**config.mk**
```make
export PLATFORM = sky130hd
export DESIGN_NAME = run_detect_moore
export DESIGN_NICKNAME = d
export VERILOG_FILES = /design/src/rtl/run_detect_pkg.sv /design/src/rtl/sat_counter.sv /design/src/rtl/run_detect_moore.sv
export SDC_FILE = /design/constraint.sdc
export NUM_CORES = 1
export LEC_CHECK = 0
export CAP_MARGIN = 20
export CELL_PAD_IN_SITES_DETAIL_PLACEMENT = 1
export CELL_PAD_IN_SITES_GLOBAL_PLACEMENT = 2
export CORE_MARGIN = 10
export CORE_UTILIZATION = 28
export CTS_CLUSTER_SIZE = 16
export DETAILED_ROUTE_END_ITERATION = 12
export GPL_ROUTABILITY_DRIVEN = 0
export MAX_ROUTING_LAYER = met4
export PLACE_DENSITY_LB_ADDON = 0.1
export RECOVER_POWER = 100
export SLEW_MARGIN = 0
export SYNTH_ARGS = -nofsm -noshare
export SYNTH_HDL_FRONTEND = slang
export SYNTH_SLANG_ARGS = --single-unit
```
**constraint.sdc**
```tcl
create_clock -name clk -period 4.1 [get_ports clk]
set_clock_uncertainty 0.1 [all_clocks]
set_input_delay 1.025 -clock clk [delete_from_list [all_inputs] [get_ports clk]]
set_output_delay 1.025 -clock clk [all_outputs]
set_load 0.05 [all_outputs]
```
**src/rtl/run_detect_pkg.sv**
```systemverilog
// Shared constants and decode helpers for the serial run detector.
// Latency: n/a (package only).
// Backpressure: n/a (package only).
package run_detect_pkg;

   // FSM state encodings
   localparam logic [1:0] S_IDLE = 2'b00;
   localparam logic [1:0] S_RUN  = 2'b01;
   localparam logic [1:0] S_HIT  = 2'b10;
   localparam logic [1:0] S_HOLD = 2'b11;

   // Output mode encodings; 2'b11 is an alias of level mode
   localparam logic [1:0] MODE_LEVEL     = 2'b00;
   localparam logic [1:0] MODE_PULSE     = 2'b01;
   localparam logic [1:0] MODE_PERIODIC  = 2'b10;
   localparam logic [1:0] MODE_LEVEL_ALT = 2'b11;

   // Periodic mode restarts the run after each hit instead of holding
   function automatic logic mode_is_periodic(input logic [1:0] mode);
      logic p;
      p = (mode == MODE_PERIODIC);
      return p;
   endfunction

   // Moore output decode: level mode stays high through S_HOLD, the
   // other modes only flag the single S_HIT cycle.
   function automatic logic out_decode(input logic [1:0] state,
                                       input logic [1:0] mode);
      logic o;
      case (mode)
         MODE_PULSE, MODE_PERIODIC: o = (state == S_HIT);
         default:                   o = (state == S_HIT) || (state == S_HOLD);
      endcase
      return o;
   endfunction

endpackage

```
**src/rtl/sat_counter.sv**
```systemverilog
// Saturating up-counter: counts inc pulses, sticks at all-ones.
// Latency: q updates on the clock edge that samples inc.
// Backpressure: none; inc is ignored once q is saturated.
module sat_counter #(
   parameter int W = 8
) (
   input  logic         clk,
   input  logic         rst,
   input  logic         inc,
   output logic [W-1:0] q
);

   // Count up on inc, never wrap past the all-ones value
   always_ff @(posedge clk) begin
      if (rst) begin
         q <= '0;
      end else if (inc && (q != {W{1'b1}})) begin
         q <= q + W'(1);
      end
   end

endmodule

```
**src/rtl/run_detect_moore.sv**
```systemverilog
// Moore detector for RUN_LEN consecutive MATCH_VAL samples with level/pulse/periodic output.
// Latency: out rises the cycle after the edge sampling the RUN_LEN-th match.
// Backpressure: none; en=0 freezes state, counters and out.
module run_detect_moore
   import run_detect_pkg::*;
#(
   parameter int   RUN_LEN   = 2,
   parameter logic MATCH_VAL = 1'b1,
   parameter int   MC_W      = 8,
   localparam int  RC_W      = $clog2(RUN_LEN + 1)
) (
   input  logic            clk,
   input  logic            rst,
   input  logic            en,
   input  logic            in,
   input  logic [1:0]      mode,
   output logic            out,
   output logic [RC_W-1:0] run_cnt,
   output logic [MC_W-1:0] hit_cnt
);

   localparam logic [RC_W-1:0] RUN_FULL = RC_W'(RUN_LEN);
   localparam logic [RC_W-1:0] RUN_ONE  = RC_W'(1);
   // Count value at which one more match completes the run
   localparam logic [RC_W-1:0] RUN_LAST = RC_W'(RUN_LEN - 1);

   logic [1:0]      state;
   logic [1:0]      state_nxt;
   logic [RC_W-1:0] run_nxt;
   logic [RC_W-1:0] run_base;
   logic            match;
   logic            periodic;
   logic            hit_entry;

   assign match    = (in == MATCH_VAL);
   assign periodic = mode_is_periodic(mode);

   // S_IDLE always counts from zero, so a stray count can never leak in
   assign run_base = (state == S_IDLE) ? '0 : run_cnt;

   // Next-state and next-count decode; any mismatch falls back to idle
   always_comb begin
      state_nxt = S_IDLE;
      run_nxt   = '0;
      if (match) begin
         case (state)
            S_IDLE, S_RUN: begin
               // >= keeps run_cnt clamped at RUN_LEN even from a bad count
               if (run_base >= RUN_LAST) begin
                  run_nxt   = RUN_FULL;
                  state_nxt = S_HIT;
               end else begin
                  run_nxt   = run_base + RUN_ONE;
                  state_nxt = S_RUN;
               end
            end
            S_HIT, S_HOLD: begin
               // Periodic mode treats a held hit as fresh and restarts the run;
               // with RUN_LEN=1 the restart is itself a complete run.
               if (periodic) begin
                  run_nxt   = RUN_ONE;
                  state_nxt = (RUN_LEN == 1) ? S_HIT : S_RUN;
               end else begin
                  run_nxt   = RUN_FULL;
                  state_nxt = S_HOLD;
               end
            end
            default: begin
               run_nxt   = '0;
               state_nxt = S_IDLE;
            end
         endcase
      end
   end

   // State and run-count register; reset wins, en=0 holds everything
   always_ff @(posedge clk) begin
      if (rst) begin
         state   <= S_IDLE;
         run_cnt <= '0;
      end else if (en) begin
         state   <= state_nxt;
         run_cnt <= run_nxt;
      end
   end

   // Every enabled transition landing in S_HIT is a new hit, including
   // back-to-back hits in periodic mode with RUN_LEN=1.
   assign hit_entry = en && (state_nxt == S_HIT);

   sat_counter #(
      .W (MC_W)
   ) u_hit_cnt (
      .clk (clk),
      .rst (rst),
      .inc (hit_entry),
      .q   (hit_cnt)
   );

   // Moore output: registered state, mode applied combinationally
   assign out = out_decode(state, mode);

endmodule

```
Word level (Yosys, flattened, before mapping)
Cells that the tools add are included.
{"block": "totals", "regBits": 12, "latch_bits": 0, "mem_bits_rw": 0, "romBits": 0, "word_cells": 30, "n_memories": 0}
{"block": "classes", "addsub": 2, "n_mul": 0, "n_div": 0, "n_lt_le_gt_ge": 1, "n_eq_ne": 7, "n_shift": 0, "muxes": 10, "bitwise_logic": 0, "n_reduce_logical": 7}
{"cell": "$mux W2", "n": 7}
{"cell": "$add A8 B1 Y8 const B", "n": 1}
{"cell": "$eq A2 B2 Y1 const B", "n": 4}
{"cell": "$ne A8 B8 Y1 const B", "n": 1}
{"cell": "$pmux W2 S2", "n": 2}
{"cell": "$reduce_or A2 Y1", "n": 3}
{"cell": "$eq A2 B1 Y1 const B", "n": 2}
{"cell": "$add A2 B1 Y2 const B", "n": 1}
{"cell": "$ge A2 B1 Y1 const B", "n": 1}
{"cell": "$logic_and A1 B1 Y1", "n": 2}
{"cell": "$logic_not A2 Y1", "n": 1}
{"cell": "$logic_or A1 B1 Y1", "n": 1}
{"cell": "$mux W1", "n": 1}

Logic depth before layout (Yosys ltp)
Gate-level depths: netlist (run 1).
{"block": "logic_depth", "depth_word": 9, "ltp_mapped": 5}

Cells and area by module
From an unflattened synthesis (run 1), not the netlist that was laid out.
{"block": "hier_totals", "hier_cells": 68, "area_unflattened_um2": 613.1}
{"module": "sat_counter", "n_inst": 1, "cells_per_inst": 46, "area_per_inst_um2": 430.4, "seq_area_each_um2": 160.2}
{"module": "run_detect_moore", "n_inst": 1, "cells_per_inst": 22, "area_per_inst_um2": 182.7, "seq_area_each_um2": 60.1}

Least setup slack after synthesis (run 1)
OpenSTA, ideal clock, no wires.
{"block": "synth_timing", "path_type": "input port to output port", "start": "in mode[0]", "end": "out out", "t_arrival_ns": 2.118, "setup_slack_ns": 0.857, "cell_stages": 4, "path_buffers": 0, "cell_sequence": "inv_1 -> ha_1 -> inv_1 -> a21oi_1"}
{"block": "synth_via", "elab_chain_len": 3}
{"element": "from (decl)", "line_no": "run_detect_moore.sv:16", "rtl": "input logic [1:0] mode,"}
{"element": "$eq A2 B2 Y1 or $eq A2 B1 Y1 (tied branches)", "line_no": "run_detect_pkg.sv:30", "rtl": "case (mode)"}
{"element": "$reduce_or A2 Y1 (*)", "line_no": "run_detect_pkg.sv:30"}
{"element": "$mux W1 (*)", "line_no": "run_detect_pkg.sv:30"}
{"element": "to (decl)", "line_no": "run_detect_moore.sv:17", "rtl": "output logic out,"}
Mark *: on every way between the ends. The rest lies on a longest branch, timed or not.

Worst setup path after layout (run 1)
Same ends and word-level chain as after synthesis.

==> run_results.csv, run 1 <==
group,metric,value,unit
global_route,overflow,0,
timing,setup_violations,0,
floorplan,io_pins,17,
timing,hold_viol_final,0,
drt,vias,557,
worst_setup_path,arrival,2.44,ns
drt,ant_nets,0,
worst_setup_path,critPathKind,"in2out",
yosys,syn_inst,67,
worst_setup_path,required,2.97,ns
worst_setup_path,cp_max_fo,1,
global_route,grt_max_degree,12,
yosys,synth_compound_area_share,19.5,%
outcome,status,"finished clean",
floorplan,die_y,65.9,µm
yosys,synth_top_family_by_area,"simple AND/OR/NAND/NOR gates",
yosys,synth_fp_nets,75,
power,vdd_ir_drop_max,0.105,mV
global_route,grt_pass1_vias,564,
hold_path,min_path_cells,1,
drt,drt_wl_total,1.64,mm
timing,min_period,3.56,ns
worst_setup_path,slowest_stage,"clkbuf_1",
global_route,grt_use_total,8.13,%
drt,first_pass_iters,2,
worst_setup_path,crit_top_cell,"inv_1",
yosys,synthAdderAreaFrac,4.25,%
clock_network,clk_latency,0.27,ns
final_layout,utilization,38.6,%
clock_network,cts_root_buf,"clkbuf_4",
final_layout,num-fill-cells,252,
floorplan,rows,16,
floorplan,dieWidth,65.9,µm
clock_network,numCtsBuffers,3,
timing,relSlewSlack,59.2,%
global_route,antenna_found_initial,0,
worst_setup_path,cp-start-kind,"input pin",
worst_setup_path,worstSetupPathDepth,6,
worst_setup_path,ff2ff_path_depth,5,
run,cap_violations,0,
clock_network,clkTransAtPathRegs,0.08,ns
timing,max_freq,0.281,GHz
worst_setup_path,cp-end-kind,"output pin",
timing,slew_violations,0,
clock_network,holdBufCountCts,0,
yosys,yosys.area_share.simple,29.7,%
yosys,ys_seq_elements,11,
power,p_comb_share,8.3,%
timing,setup_tns,0,ns
timing,grt_setup_unrepaired,"no",
worst_setup_path,max_stage_delay,0.49,ns
yosys,synth_flop_cell,"dfxtp_1",
floorplan,fp.coreArea,0.00198,mm²
global_route,grt_first_pass_wirelength,2.64,mm
place,hpwl,1.27,mm
floorplan,die-area,0.00434,mm²
final_layout,drive_gt1_share,4.71,%
hold_path,hp-class,"reg2reg",
power,power.switching,51.2,µW
worst_setup_path,worstPathCellList,"clkdlybuf4s50_1 > inv_1 > ha_1 > inv_1 > a21oi_1 > clkbuf_1",
power,seqPwrFrac,53.6,%
final_layout,layout.nets,94,
yosys,yosys.cell_types.count,28,
floorplan,initial_core_util,29.7,%
clock_network,htreeDepth,1,
clock_network,ctsResizeCount,0,
clock_network,cts_sinks,11,
worst_setup_path,cp_num_buf_inv,4,
yosys,ys_warn_count,0,
timing,period_share,86.9,%
clock_network,postCtsSetupBuffers,0,
timing,tightest_slew,0.615,ns
power,power_frac_clock,38.0,%
yosys,avgSynthCellArea,8.80,µm²
power,internal_power,153,µW
drt,drt-initial-drc-count,4,
power,power_leakage,0.335,nW
place,io_buffers,16,
yosys,synthArstFlopShare,0,%
power,power.density,268,mW/mm²
drt,drc_errors,0,
clock_network,cts_tree,"yes",
yosys,netlist_area,589,µm²
final_layout,syn_to_final_growth,29.7,%
power,power_switching_share,25.0,%
yosys,synth_xor_area_share,2.97,%
yosys,synth-edff-count,0,
yosys,yosysSeqAreaShare,37.4,%
yosys,synth_mux_area_share,1.70,%
drt,detail_route.wl_per_cell,14.7,µm
clock_network,clockBufferDepth,2,
final_layout,antenna_cells,0,
worst_setup_path,cp_top_family,"buffers and inverters",
drt,drt-vias-per-instance,4.97,
metal layers:
| layer | global-route usage (%) | wire, µm |
|---|---|---|
| met1 | 8.30 | 761 |
| met4 | 5.61 | 16 |
| met2 | 12.8 | 767 |
| met5 | - | 0 |
| met3 | 2.88 | 98 |
layout by cell type, fill, tap and decap left out, drive strengths merged, types with 2 or more instances in the layout:
cell	synthesis	routed
dlygate4sd3	0	11
dfxtp	11	11
nor2	9	9
nand2	7	7
a21oi	5	5
clkbuf	1	5
inv	4	4
a31oi	4	4
clkdlybuf4s50	0	4
o21bai	3	3
nor3	2	2
nand3	2	2
xnor2	2	2
ha	2	2
worst reg2reg max path, cell delays in order (launching register included):
cell      delay (ns)
dfxtp_1         0.34
ha_1            0.27
and4_1          0.27
a211oi_1        0.46
mux2i_1         0.24
nor2_1          0.05
power groups by stage:
| stage | clock network (mW) | registers (mW) | logic (mW) |
|---|---|---|---|
| after global placement | 0 | 0.112 | 0.0182 |
| after floorplan | 0 | 0.114 | 0.00699 |
| final | 0.0779 | 0.110 | 0.0171 |
| after global routing | 0.0860 | 0.110 | 0.0190 |
| after CTS | 0.0820 | 0.110 | 0.0186 |
| after detailed placement | 0 | 0.112 | 0.0185 |
registers in the layout, indices dropped and copies added, names as in the netlist:
register / flops
run_cnt: 2
u_hit_cnt.q: 8
state: 1
kinds of logic (layout without fill, tap and decap cells):
family | after synthesis | count (layout)
and+or+nand+nor | 29 | 29
adders and majority gates | 2 | 2
xor gates and xnor gates | 2 | 2
muxes | 1 | 1
DFF | 11 | 11
AOI/OAI and AO/OA | 16 | 16
buffers and inverters | 6 | 24
final timing paths:
path / from / endpoint / slack (ns)
min: u_hit_cnt.q[3] / u_hit_cnt.q[3] / 0.43
max: mode[0] / out / 0.54
min reg2reg: u_hit_cnt.q[3] / u_hit_cnt.q[3] / 0.43
max reg2reg: u_hit_cnt.q[0] / u_hit_cnt.q[1] / 2.26
final cells by class:
type                    instances  area, µm²  share of cell area [%]
clock buffers                   4       26.3                    3.44
flip-flops and latches         11        220                    28.8
well taps                      27       33.8                    4.42
inverters                       4       15.0                    1.96
multi-input cells              50        315                    41.2
repair buffers                 16        154                    20.1
synth_stat cells (2+ instances only):
library cell | count | area [µm²]
nor3_1 | 2 | 10.0
nand3_1 | 2 | 10.0
inv_1 | 4 | 15.0
ha_1 | 2 | 25.0
a31oi_1 | 4 | 25.0
xnor2_1 | 2 | 17.5
a21oi_1 | 5 | 25.0
nor2_1 | 8 | 30.0
nand2_1 | 7 | 26.3
o21bai_1 | 3 | 22.5
dfxtp_1 | 11 | 220
through the flow:
stage	std cells	setup slack [ns]	total power [mW]	hold WS [ns]	area (µm²)
after floorplan	67	0.857	0.121	0.414	589
after global placement	108	0.833	0.131	0.401	769
after detailed placement	108	0.806	0.131	0.413	769
after CTS	112	0.805	0.210	0.436	796
after global routing	112	0.416	0.215	0.461	764
final	112	0.538	0.205	0.429	764
Power figures use the tool's default switching activity.
==> inputs of run 2 (changes only) <==
- HOLD_SLACK_MARGIN: default -> 0.02
- TNS_END_PERCENT: default -> 5
==> results of run 2 <==
No change in the layout: final DEF, timing and power equal those of run 1.
==> edit: new RTL, settings of run 2 <==
Put a register stage on the output `hit_cnt`, cleared by the reset. The value now appears one clock later. The other outputs are not delayed to match.
--- a/src/rtl/run_detect_moore.sv
+++ b/src/rtl/run_detect_moore.sv
@@ -23,6 +23,8 @@
    localparam logic [RC_W-1:0] RUN_ONE  = RC_W'(1);
    // Count value at which one more match completes the run
    localparam logic [RC_W-1:0] RUN_LAST = RC_W'(RUN_LEN - 1);
+
+   logic [MC_W-1:0] hit_cnt_d;
 
    logic [1:0]      state;
    logic [1:0]      state_nxt;
@@ -94,11 +96,19 @@
       .clk (clk),
       .rst (rst),
       .inc (hit_entry),
-      .q   (hit_cnt)
+      .q   (hit_cnt_d)
    );
 
    // Moore output: registered state, mode applied combinationally
    assign out = out_decode(state, mode);
 
+   always_ff @(posedge clk) begin
+      if (rst) begin
+         hit_cnt <= '0;
+      end else begin
+         hit_cnt <= hit_cnt_d;
+      end
+   end
+
 endmodule
 
Formal check against the unedited RTL: not equivalent (a bounded check fails within 4 cycles, from zero or initial values and one cycle with rst high).
==> edit against run 2 <==
- synthesized area rose by 30%
- final area grew 27%
- global-route usage is 1.1 points lower
- worst setup slack better by 0.015 ns
- total power is 44% higher
- wire length decreased by 2.1%
- sequential cell count rose by 8
- largest cell class is now sequential cells
- highest routed layer unchanged
==> edit: results (changes against run 2) <==
stage;metric;value;unit;change
status;status;finished clean;;
drt;DR pass1 iterations;3;;+1
global_route;first-pass GRT wire length;2880;microns;+9.4%
global_route;M1 GR Usage;0.0798;;-0.00320
drt;WL per Instance;12.6;microns;-14%
synth;list of most frequent post-synthesis cells;19 x dfxtp_1, 8 x nor2b_1, 7 x nor2_1, 6 x a21oi_1, 5 x inv_1;;
global_route;GR Util met2;0.101;;-0.0270
timing;Slew headroom;0.534;;-0.0580
drt;WL met3;103;microns;+5.1%
power_and_ir_drop;LEAKAGE;0.383;nW;+15%
synth;synthesized area per cell;9.44;sq um;+7.3%
place;placed cells;124;;+15%
synth;xor/xnor share of the synthesized area;0.0458;;+0.0161
synth;ranking of synthesized cells by area;dfxtp_1 50%, nor2b_1 6.5%, a21oi_1 3.9%;;
synth;mux cell area share after synthesis;0.0131;;-0.00389
cts;worst skew pair latency;0.29;ns;+0.02 ns
layout;share of layout cells above drive strength 1;0.0612;;+0.0142
synth;post-synthesis sequential area ratio;0.498;;+0.124
power_and_ir_drop;P_clk;0.0000912;W;+17%
layout;Final nets;107;;+14%
synth;post-synthesis compound-gate area fraction;0.113;;-0.0824
synth;Mapped Nets;89;;+19%
global_route;Global Route Usage Sum;0.0699;;-0.0115
global_route;vias in the first global route;629;;+12%
layout;largest registers;hit_cnt x8, u_hit_cnt.q x8, run_cnt x2;;
[edit: cell type report]
type	count	share of cell area
Sequential cell	19	0.393
Multi-Input combinational cell	54	0.362
Tap cell	30	0.0388
Inverter	5	0.0194
Timing Repair Buffer	16	0.159
Clock inverter	1	0.00517
Clock buffer	3	0.0233
[edit: metrics by stage]
| stage | instance area, sq um | util | setup WS, ns |
|---|---|---|---|
| after global placement | 945 | 0.371 | 0.831 |
| final | 968 | 0.381 | 0.552 |
| after global routing | 968 | 0.381 | 0.455 |
| after floorplan | 764 | - | 0.857 |
| after CTS | 972 | 0.382 | 0.813 |
| after detailed placement | 945 | 0.371 | 0.816 |
[edit: kinds of logic (layout without fill, tap and decap cells)]
logic type	after synthesis	after routing
AND/OR/NAND/NOR	33	33
flip-flops	19	19
AO/OA/AOI/OAI	14	14
buffers and inverters	8	25
XOR/XNOR	4	4
adder cells (fa/ha/maj)	2	2
multiplexers	1	1
